File: src/rtl/powerup_spawner_if.sv
// +----------------------------------------------------------------------+
// | powerup_spawner_if: power-up spawner <-> game logic signal bundle    |
// | Rev 1.0                                                              |
// +----------------------------------------------------------------------+
`default_nettype none

interface powerup_spawner_if;
    logic       enable;
    logic [9:0] ball_x;
    logic [9:0] ball_y;
    logic [3:0] pp_status;
    logic [9:0] pp_x;
    logic [9:0] pp_y;
    logic       pp_visible;
    logic       eaten;
    logic [1:0] mode;

    // master is the spawner itself; slave is the surrounding game logic
    modport master (
        input  enable, ball_x, ball_y, pp_status,
        output pp_x, pp_y, pp_visible, eaten, mode
    );

    modport slave (
        output enable, ball_x, ball_y, pp_status,
        input  pp_x, pp_y, pp_visible, eaten, mode
    );
endinterface

`default_nettype wire

File: src/rtl/powerup_spawner.sv
// +----------------------------------------------------------------------+
// | powerup_spawner: places a power-up box after a respawn delay and     |
// | reports ball collection with the collected type.   Rev 1.0           |
// +----------------------------------------------------------------------+
`default_nettype none

module powerup_spawner #(
    parameter int PRESCALER    = 64999999,
    parameter int RESPAWN_SEC  = 3,
    parameter int LIFETIME_SEC = 5,
    parameter int X_MIN        = 64,
    parameter int Y_MIN        = 112,
    parameter int PP_SIZE      = 16,
    parameter int BALL_SIZE    = 8
) (
    input  wire logic          clk,
    input  wire logic          reset,
    powerup_spawner_if.master  pp
);

    typedef enum logic [1:0] {
        S_WAIT    = 2'd0,
        S_PLACE   = 2'd1,
        S_SHOW    = 2'd2,
        S_COLLECT = 2'd3
    } state_t;

    localparam logic [25:0] c_PRESC    = 26'(PRESCALER);
    localparam logic [3:0]  c_RESPAWN  = (RESPAWN_SEC  == 0) ? 4'd1 : 4'(RESPAWN_SEC);
    localparam logic [3:0]  c_LIFETIME = (LIFETIME_SEC == 0) ? 4'd1 : 4'(LIFETIME_SEC);
    localparam logic [15:0] c_LFSR_SEED = 16'hACE1;
    localparam logic [15:0] c_LFSR_MASK = 16'hB400;

    state_t      r_state;
    logic [25:0] r_presc;
    logic [3:0]  r_sec;
    logic [15:0] r_lfsr;
    logic [9:0]  r_pp_x;
    logic [9:0]  r_pp_y;
    logic        r_visible;
    logic        r_eaten;
    logic [1:0]  r_mode;
    logic [1:0]  r_pending;

    state_t      w_next;
    logic        w_tick;
    logic        w_last_sec;
    logic        w_load;
    logic        w_overlap;
    logic        w_free;
    logic [1:0]  w_sel;
    logic [1:0]  w_idx;
    logic [15:0] w_lfsr_next;
    logic [9:0]  w_x_cand;
    logic [9:0]  w_y_cand;
    logic [10:0] w_pp_x_end;
    logic [10:0] w_pp_y_end;
    logic [10:0] w_ball_x_end;
    logic [10:0] w_ball_y_end;

    assign w_tick      = (r_presc == c_PRESC);
    assign w_last_sec  = w_tick && (r_sec == 4'd1);
    assign w_lfsr_next = {1'b0, r_lfsr[15:1]} ^ (r_lfsr[0] ? c_LFSR_MASK : 16'h0000);

    assign w_x_cand = 10'(X_MIN) + {1'b0, r_lfsr[8:0]};
    assign w_y_cand = 10'(Y_MIN) + {2'b00, r_lfsr[15:8]};

    // 11-bit box edges so a box near the right/bottom border cannot wrap
    assign w_pp_x_end   = {1'b0, r_pp_x}    + 11'(PP_SIZE);
    assign w_pp_y_end   = {1'b0, r_pp_y}    + 11'(PP_SIZE);
    assign w_ball_x_end = {1'b0, pp.ball_x} + 11'(BALL_SIZE);
    assign w_ball_y_end = {1'b0, pp.ball_y} + 11'(BALL_SIZE);

    assign w_overlap = ({1'b0, pp.ball_x} < w_pp_x_end)   &&
                       ({1'b0, r_pp_x}    < w_ball_x_end) &&
                       ({1'b0, pp.ball_y} < w_pp_y_end)   &&
                       ({1'b0, r_pp_y}    < w_ball_y_end);

    // first type not already running, scanning upward from the random candidate
    always_comb begin
        w_free = 1'b0;
        w_sel  = 2'b00;
        w_idx  = 2'b00;
        for (int i = 0; i < 4; i++) begin
            w_idx = r_lfsr[1:0] + 2'(i);
            if (!w_free && !pp.pp_status[w_idx]) begin
                w_free = 1'b1;
                w_sel  = w_idx;
            end
        end
    end

    always_comb begin
        w_next = r_state;
        if (!pp.enable) begin
            w_next = S_WAIT;
        end else begin
            case (r_state)
                S_WAIT:    if (w_last_sec) w_next = S_PLACE;
                S_PLACE:   if (w_free)     w_next = S_SHOW;
                S_SHOW: begin
                    if (w_overlap)       w_next = S_COLLECT;
                    else if (w_last_sec) w_next = S_WAIT;
                end
                S_COLLECT: w_next = S_WAIT;
                default:   w_next = S_WAIT;
            endcase
        end
    end

    // holding enable low keeps reloading the timer, so re-enable sees the full delay
    assign w_load = (w_next != r_state) || !pp.enable;

    always_ff @(posedge clk or posedge reset) begin
        if (reset) begin
            r_state   <= S_WAIT;
            r_presc   <= 26'd0;
            r_sec     <= c_RESPAWN;
            r_lfsr    <= c_LFSR_SEED;
            r_pp_x    <= 10'd0;
            r_pp_y    <= 10'd0;
            r_visible <= 1'b0;
            r_eaten   <= 1'b0;
            r_mode    <= 2'b00;
            r_pending <= 2'b00;
        end else begin
            r_state <= w_next;
            r_lfsr  <= w_lfsr_next;

            if (w_load) begin
                r_presc <= 26'd0;
                r_sec   <= (w_next == S_SHOW) ? c_LIFETIME : c_RESPAWN;
            end else begin
                r_presc <= w_tick ? 26'd0 : r_presc + 26'd1;
                if (w_tick) begin
                    r_sec <= r_sec - 4'd1;
                end
            end

            if (r_state == S_PLACE && w_next == S_SHOW) begin
                r_pp_x    <= w_x_cand;
                r_pp_y    <= w_y_cand;
                r_pending <= w_sel;
            end

            r_visible <= (w_next == S_SHOW);
            r_eaten   <= (w_next == S_COLLECT);
            if (w_next == S_COLLECT) begin
                r_mode <= r_pending;
            end
        end
    end

    assign pp.pp_x       = r_pp_x;
    assign pp.pp_y       = r_pp_y;
    assign pp.pp_visible = r_visible;
    assign pp.eaten      = r_eaten;
    assign pp.mode       = r_mode;

endmodule

`default_nettype wire

File: src/flat_wrapper.sv
// flat-port wrapper written by rule: the top's interface ports become plain ports
module powerup_spawner_flat 
#(
    parameter int PRESCALER    = 64999999,
    parameter int RESPAWN_SEC  = 3,
    parameter int LIFETIME_SEC = 5,
    parameter int X_MIN        = 64,
    parameter int Y_MIN        = 112,
    parameter int PP_SIZE      = 16,
    parameter int BALL_SIZE    = 8
)
  (clk, reset, pp_enable, pp_ball_x, pp_ball_y, pp_pp_status, pp_pp_x, pp_pp_y, pp_pp_visible, pp_eaten, pp_mode);
  powerup_spawner_if pp_i ();
  input  wire logic clk;
  input  wire logic reset;
  input wire logic [$bits(pp_i.enable)-1:0] pp_enable;
  input wire logic [$bits(pp_i.ball_x)-1:0] pp_ball_x;
  input wire logic [$bits(pp_i.ball_y)-1:0] pp_ball_y;
  input wire logic [$bits(pp_i.pp_status)-1:0] pp_pp_status;
  output wire logic [$bits(pp_i.pp_x)-1:0] pp_pp_x;
  output wire logic [$bits(pp_i.pp_y)-1:0] pp_pp_y;
  output wire logic [$bits(pp_i.pp_visible)-1:0] pp_pp_visible;
  output wire logic [$bits(pp_i.eaten)-1:0] pp_eaten;
  output wire logic [$bits(pp_i.mode)-1:0] pp_mode;
  assign pp_i.enable = pp_enable;
  assign pp_i.ball_x = pp_ball_x;
  assign pp_i.ball_y = pp_ball_y;
  assign pp_i.pp_status = pp_pp_status;
  assign pp_pp_x = pp_i.pp_x;
  assign pp_pp_y = pp_i.pp_y;
  assign pp_pp_visible = pp_i.pp_visible;
  assign pp_eaten = pp_i.eaten;
  assign pp_mode = pp_i.mode;
  powerup_spawner #(.PRESCALER(PRESCALER), .RESPAWN_SEC(RESPAWN_SEC), .LIFETIME_SEC(LIFETIME_SEC), .X_MIN(X_MIN), .Y_MIN(Y_MIN), .PP_SIZE(PP_SIZE), .BALL_SIZE(BALL_SIZE)) u_core (.clk(clk), .reset(reset), .pp(pp_i));
endmodule
File: config.mk
export PLATFORM = sky130hd
export DESIGN_NAME = powerup_spawner_flat
export DESIGN_NICKNAME = d
export VERILOG_FILES = /design/src/rtl/powerup_spawner_if.sv /design/src/rtl/powerup_spawner.sv /design/src/flat_wrapper.sv
export SDC_FILE = /design/constraint.sdc
export NUM_CORES = 1
export LEC_CHECK = 0
export CORE_MARGIN = 2
export CORE_UTILIZATION = 40
export CTS_CLUSTER_SIZE = 30
export DETAILED_ROUTE_END_ITERATION = 7
export GPL_TIMING_DRIVEN = 0
export PLACE_DENSITY = 0.65
export SLEW_MARGIN = 20
export SYNTH_ARGS = -nofsm -noshare
export SYNTH_HDL_FRONTEND = slang
export SYNTH_SLANG_ARGS = --single-unit
File: constraint.sdc
create_clock -name clk -period 5.8 [get_ports clk]
set_clock_uncertainty 0.15 [all_clocks]
set_input_delay 1.45 -clock clk [delete_from_list [all_inputs] [get_ports clk]]
set_output_delay 1.45 -clock clk [all_outputs]
set_load 0.005 [all_outputs]
Word level (Yosys, flattened, before mapping)
Cells that the tools add are included.

Add/subtract/negate cells: 11. Multipliers: 0. Div/mod/pow operators: 0. Magnitude comparators: 8. Equal/unequal tests: 8. Shift operators: 0. Multiplexer cells: 28. Bitwise logic cells: 1. Reduce and logical (&&, ||, !) cells: 17.

Operators by type and width (number): 26-bit 2-to-1 mux (2); 10-bit by 11-bit < comparator with 1-bit output (4); 26-bit by 1-bit adder with 26-bit output (second input constant) (1); 26-bit equality test (second input constant) (1); 10-bit by 4-bit adder with 11-bit output (second input constant) (2); 10-bit by 5-bit adder with 11-bit output (second input constant) (2); 2-bit 2-to-1 mux (9); 16-bit 2-to-1 mux (1); 15-bit by 16-bit bitwise XOR with 16-bit output (1); 2-bit by 3-bit < comparator with 1-bit output (second input constant) (4); 7-bit by 9-bit adder with 10-bit output (first input constant) (1); 7-bit by 8-bit adder with 9-bit output (first input constant) (1); 1-bit binary-select mux with 2-bit select (4); 2-bit equality test (second input constant) (4); 1-bit logical AND (8); 1-bit 2-to-1 mux (8); 4-bit 2-to-1 mux (2); 2-bit case mux with 4 select lines (1); 1-bit zero test (6); 2-bit adder (second input constant) (2); 4-bit by 1-bit equality test with 1-bit output (second input constant) (1); 4-bit by 1-bit subtractor with 4-bit output (second input constant) (1); 3-bit 2-to-1 mux (1); 2-bit by 1-bit adder with 2-bit output (second input constant) (1); 5 further kinds (5).

Register bits after elaboration: 74. Bits in latches: 0. Memory bits (writable): 0. ROM bits: 0. Logic and storage cells: 83. Memories: 0.

Depth between registers and ports, before layout
Word-level depth: 18. Depth in mapped cells: 13.

Least setup slack after synthesis
OpenSTA, ideal clock, no wires.

Kind: in2reg. Start: in pp_ball_x[3]. End: reg u_core.r_mode[0], in the netlist u_core.pp.mode[0]. Setup time: 125 ps. Arrival time: 3743 ps. Data required time: 5525 ps. Slack: 1782 ps. Stages: 12. Buffers on the path: 1. Path through: ha_1 > and3_1 > nand3_1 > xor2_1 > ha_1 > a21o_1 > a221oi_1 > o221ai_1 > a211o_1 > buf_2 > nor2_2 > mux2_2.

Longest elaborated chain between the ends: 9. Elaborated cells between the ends (all ways): 10. Classes of those cells: 1 x add/sub; 2 x order compare; 1 x eq/ne; 3 x mux; 3 x reduce/logical.

RTL lines: from (decl) (RTL line flat_wrapper.sv:17) `input wire logic [$bits(pp_i.ball_x)-1:0] pp_ball_x;`; 10-bit by 4-bit adder with 11-bit output (RTL line powerup_spawner.sv:71) `assign w_ball_x_end = {1'b0, pp.ball_x} + 11'(BALL_SIZE);`; 10-bit by 11-bit < comparator with 1-bit output (RTL line powerup_spawner.sv:75) `({1'b0, r_pp_x} < w_ball_x_end) &&`; 1-bit logical AND * (RTL line powerup_spawner.sv:74) `assign w_overlap = ({1'b0, pp.ball_x} < w_pp_x_end) &&`; 1-bit logical AND * (RTL line powerup_spawner.sv:75); 1-bit logical AND * (RTL line powerup_spawner.sv:76) `({1'b0, pp.ball_y} < w_pp_y_end) &&`; 2-bit 2-to-1 mux * (RTL line powerup_spawner.sv:102) `if (w_overlap) w_next = S_COLLECT;`; 2-bit case mux with 4 select lines * (RTL line powerup_spawner.sv:98) `case (r_state)`; 2-bit 2-to-1 mux * (RTL line powerup_spawner.sv:95) `if (!pp.enable) begin`; 2-bit equality test * (RTL line powerup_spawner.sv:148) `if (w_next == S_COLLECT) begin`; to (signal assigned) (RTL line powerup_spawner.sv:149) `r_mode <= r_pending;`; to (decl) (RTL line powerup_spawner.sv:42) `logic [1:0] r_mode;`.

Mark *: on every way between the ends. The rest lies on a longest branch, timed or not. A chain may end at the register's enable or synchronous reset.

Worst setup path in the final report
Start: in pp_ball_x[3]. End: reg u_core.r_presc[5].

Longest elaborated chain between the ends: 11. Elaborated cells between the ends (all ways): 12. Classes of those cells: 1 x add/sub; 2 x order compare; 1 x eq/ne; 4 x mux; 4 x reduce/logical.

RTL lines: 10-bit by 4-bit adder with 11-bit output (RTL line powerup_spawner.sv:71); 10-bit by 11-bit < comparator with 1-bit output (RTL line powerup_spawner.sv:75); 1-bit logical AND * (RTL line powerup_spawner.sv:74); 1-bit logical AND * (RTL line powerup_spawner.sv:75); 1-bit logical AND * (RTL line powerup_spawner.sv:76); 2-bit 2-to-1 mux * (RTL line powerup_spawner.sv:102); 2-bit case mux with 4 select lines * (RTL line powerup_spawner.sv:98); 2-bit 2-to-1 mux * (RTL line powerup_spawner.sv:95); 2-bit inequality test * (RTL line powerup_spawner.sv:112) `assign w_load = (w_next != r_state) || !pp.enable;`; 1-bit logical OR * (RTL line powerup_spawner.sv:112); 26-bit 2-to-1 mux * (RTL line powerup_spawner.sv:130) `if (w_load) begin`; to (signal assigned) (RTL line powerup_spawner.sv:134) `r_presc <= w_tick ? 26'd0 : r_presc + 26'd1;`; to (decl) (RTL line powerup_spawner.sv:35) `logic [25:0] r_presc;`.

Marks and branches as above.

==> summary.md <==
| Metric | Value |
|---|---|
| Status | `finished, final reports clean` |
| CP Cell Sequence | `clkdlybuf4s50_1 -> ha_1 -> and3_1 -> nand3_1 -> xor2_1 -> ha_1 -> a21o_1 -> a221oi_1 -> o221ai_1 -> a211o_1 -> buf_2 -> nand2_1 -> buf_2 -> nor2_1` |
| Total Routed Length | `8720 um` |
| Postcts setup bufs | `0` |
| Cells after Synth | `420` |
| First-pass GRT wire length | `15000 um` |
| Multi-input gate area | `2320 um^2` |
| Length of routed met2 wiring | `4190 um` |
| Worst hold path class | `flop to flop` |
| Die Area | `11700 um^2` |
| Critical Path Start Type | `input port` |
| Via count | `3159` |
| Synth Area in Adders | `12.7%` |
| CTS tree | `built` |
| Core Region | `10700 um^2` |
| P&R area growth vs syn | `20.1%` |
| Met1 WL | `4200 um` |
| Max Fanout on Critical Path | `10` |
| Post-synth EDFFs | `0` |
| First-pass DRT Iterations | `4` |
| Setup TNS | `0 ns` |
| Drt initial violations | `98` |
| Initial antenna violation count | `0` |
| Highest metal used | `met4` |
| Post-synth cell types | `53` |
| Slowest Stage Delay on Critical Path | `0.58 ns` |
| Total CTS buffers | `9` |
| Maximum clock rate | `0.212 GHz` |
| Routability-driven placement congestion ratio | `0.797` |
| Post-cts sizing count | `0` |
| CTS root buffer | `clkbuf_8` |
| Commonest non-fill, non-tap cell in the layout | `dfrtp_1` |
| Max-cap viol count | `0` |
| XOR/XNOR Fraction of Synth Area | `9.49%` |
| Die height | `108 um` |
| DRC | `0` |
| Count of pins over their slew limit | `0` |
| Hold buffers post-CTS | `0` |
| Clock Sinks | `73` |
| Unrepaired setup endpoints after global routing | `false` |
| # diodes | `0` |
| Post-DP Area | `5030 um^2` |
| Async set-reset flop share out of synthesis | `100%` |
| Main synth FF type | `dfrtp_1` |
| Final core occ | `48.7%` |
| IO Port Bufs | `49` |
| Synth Area in Compound Gates | `9.15%` |
| Post-synthesis mux area share | `4.59%` |
| Fraction of the mapped netlist area in simple logic gates | `17.5%` |
| Vias/cell | `5.05` |
| Family with the most delay on the worst path | `buffers and inverters` |
| Critical Path RT | `5.87 ns` |
| Vias in the first global route | `3260` |
| Avg Cell Area, Syn | `10.3 um^2` |
| Total GRT Usage | `16.2%` |
| Metal3 WL | `279 um` |
| Starting Density | `40.5%` |
| Worst Path Buf+Inv | `3` |
| Boundary Pins | `51` |
| Crit Reg-Reg Endpoint | `u_core.r_presc[5]` |
| Synthesized flop and latch total | `73` |
| Post-route cell area | `5210 um^2` |
| LEAKAGE | `2.33 nW` |
| Clock H-tree levels | `3` |
| Main combinational cell family by area after synthesis | `simple AND/OR/NAND/NOR gates` |
| Clock-pin slew of the registers on the worst-case setup and hold paths | `0.07 ns` |
| Pin count of the biggest net entering global routing | `51` |
| Synth warn | `0` |
| GRT Residual Overflow | `0` |
| CP max-delay cell | `clkdlybuf4s50_1` |
| Final antenna-violating net count | `0` |
| Slew margin rel. | `62.2%` |
| Crit path from | `pp_ball_x[3]` |
| WL per Instance | `13.9 um` |
| Maximum vdd drop | `111 uV` |
| Worst reg2reg path depth | `13` |
| Ratio of cells with drive above 1 in the final layout | `11.1%` |
| Worst setup path endpoint | `u_core.r_presc[5]` |
| Period utilization | `81.4%` |
| Sequential fraction of the synthesis area | `42.4%` |
| Internal reg-to-reg setup slack | `2.23 ns` |
| Reg area | `1840 um^2` |
| Nets | `552` |
| # rows | `38` |
| CP arrival | `4.79 ns` |
| Clock Path Buffers | `2` |
| Power per standard cell area | `234 nW/um^2` |
| WP depth | `14` |
| Syn_nets | `491` |
| Clk Latency, worst-skew pair | `0.34 ns` |
| Synth Cell Area | `4340 um^2` |
| Kind of end point of the critical path | `flop` |
| Final Hold Fails | `0` |
| Commonest cells after routing, fill and taps aside | `dfrtp_1 (63), clkdlybuf4s50_1 (49), ha_1 (44)` |
| Fillers | `1031` |
| Final setup violation count | `0` |
| Min Tclk post-route | `4.72 ns` |
| Slew @ Worst Pin | `0.552 ns` |
| DIE WIDTH | `108 um` |
| Worst r2r src | `u_core.pp.pp_y[4]` |
| Hpwl dp | `6600 um` |
| Crit path kind | `input port to flop` |
-- flip-flops by register name, indices dropped and copies added (netlist names) --
name	flops
u_core.pp.eaten	1
u_core.pp.mode	2
u_core.pp.pp_visible	1
u_core.pp.pp_x	10
u_core.pp.pp_y	9
u_core.r_lfsr	16
u_core.r_pending	2
u_core.r_presc	26
u_core.r_sec	4
u_core.r_state	2
-- cell type report --
type                       count  share of cell area, %
buffer                        11                   1.54
clock inverter                 2                  0.288
multi-input combinational    310                   44.5
clock buffer                  14                   3.12
tap                          140                   3.36
sequential                    73                   35.3
inverter                      26                   1.92
timing repair buffer          50                   9.94
-- worst min-delay path by stage --
stage,startpoint,endpoint,slack [ns],depth (start not counted)
after floorplan,u_core.r_lfsr[9],u_core.r_lfsr[8],0.20,0
after global placement,u_core.r_lfsr[0],u_core.r_lfsr[15],0.20,0
after detailed placement,u_core.r_lfsr[0],u_core.r_lfsr[15],0.21,0
after CTS,u_core.r_lfsr[0],u_core.r_lfsr[15],0.22,0
after global routing,u_core.r_lfsr[0],u_core.r_lfsr[15],0.22,0
final,u_core.r_lfsr[0],u_core.r_lfsr[15],0.21,0
-- cell families after synthesis --
| logic type | count (synthesis) |
|---|---|
| and+or+nand+nor | 144 |
| DFF | 73 |
| buffers and inverters | 37 |
| xor gates and xnor gates | 47 |
| muxes | 15 |
| AOI/OAI and AO/OA | 59 |
| other | 1 |
| adders and majority gates | 44 |
-- stage by stage --
stage          std cells  worst slack, ns  total power, mW  hold slack (ns)
2_1_floorplan        420             1.78            0.758            0.200
3_3_place_gp         609            0.807            0.858            0.205
3_5_place_dp         610            0.750            0.876            0.210
4_1_cts              626             1.10             1.24            0.217
5_1_grt              626            0.865             1.31            0.221
6_report             626             1.08             1.22            0.212
-- synthesized netlist by cell type, types with 5 or more instances --
cell	count	area share (%)
nand3_1	27	3.1
a21oi_1	9	1.0
ha_1	44	13
dfrtp_1	63	36
o21ai_0	20	2.3
mux2_4	8	2.8
xnor2_1	23	4.6
nand2b_1	5	0.72
mux2_2	7	1.8
inv_1	26	2.3
nor3_1	5	0.58
nor2_1	40	3.5
and3_1	12	1.7
xor2_1	24	4.8
nand4_1	8	1.2
a211o_1	5	1.0
dfstp_2	10	6.1
nand2_1	27	2.3
a21o_1	6	1.0
-- layer usage --
metal	up-vias	global-route usage, %
met5	-	0
met4	0	4.95
met3	5	2.77
met2	47	27.4
met1	1519	21.2
li1	1588	-
-- where the power goes --
group	switching [mW]	total (mW)	internal, mW
registers	0.0431	0.583	0.540
clock network	0.177	0.356	0.179
logic	0.140	0.280	0.141
(Power assumes the default switching activity.)
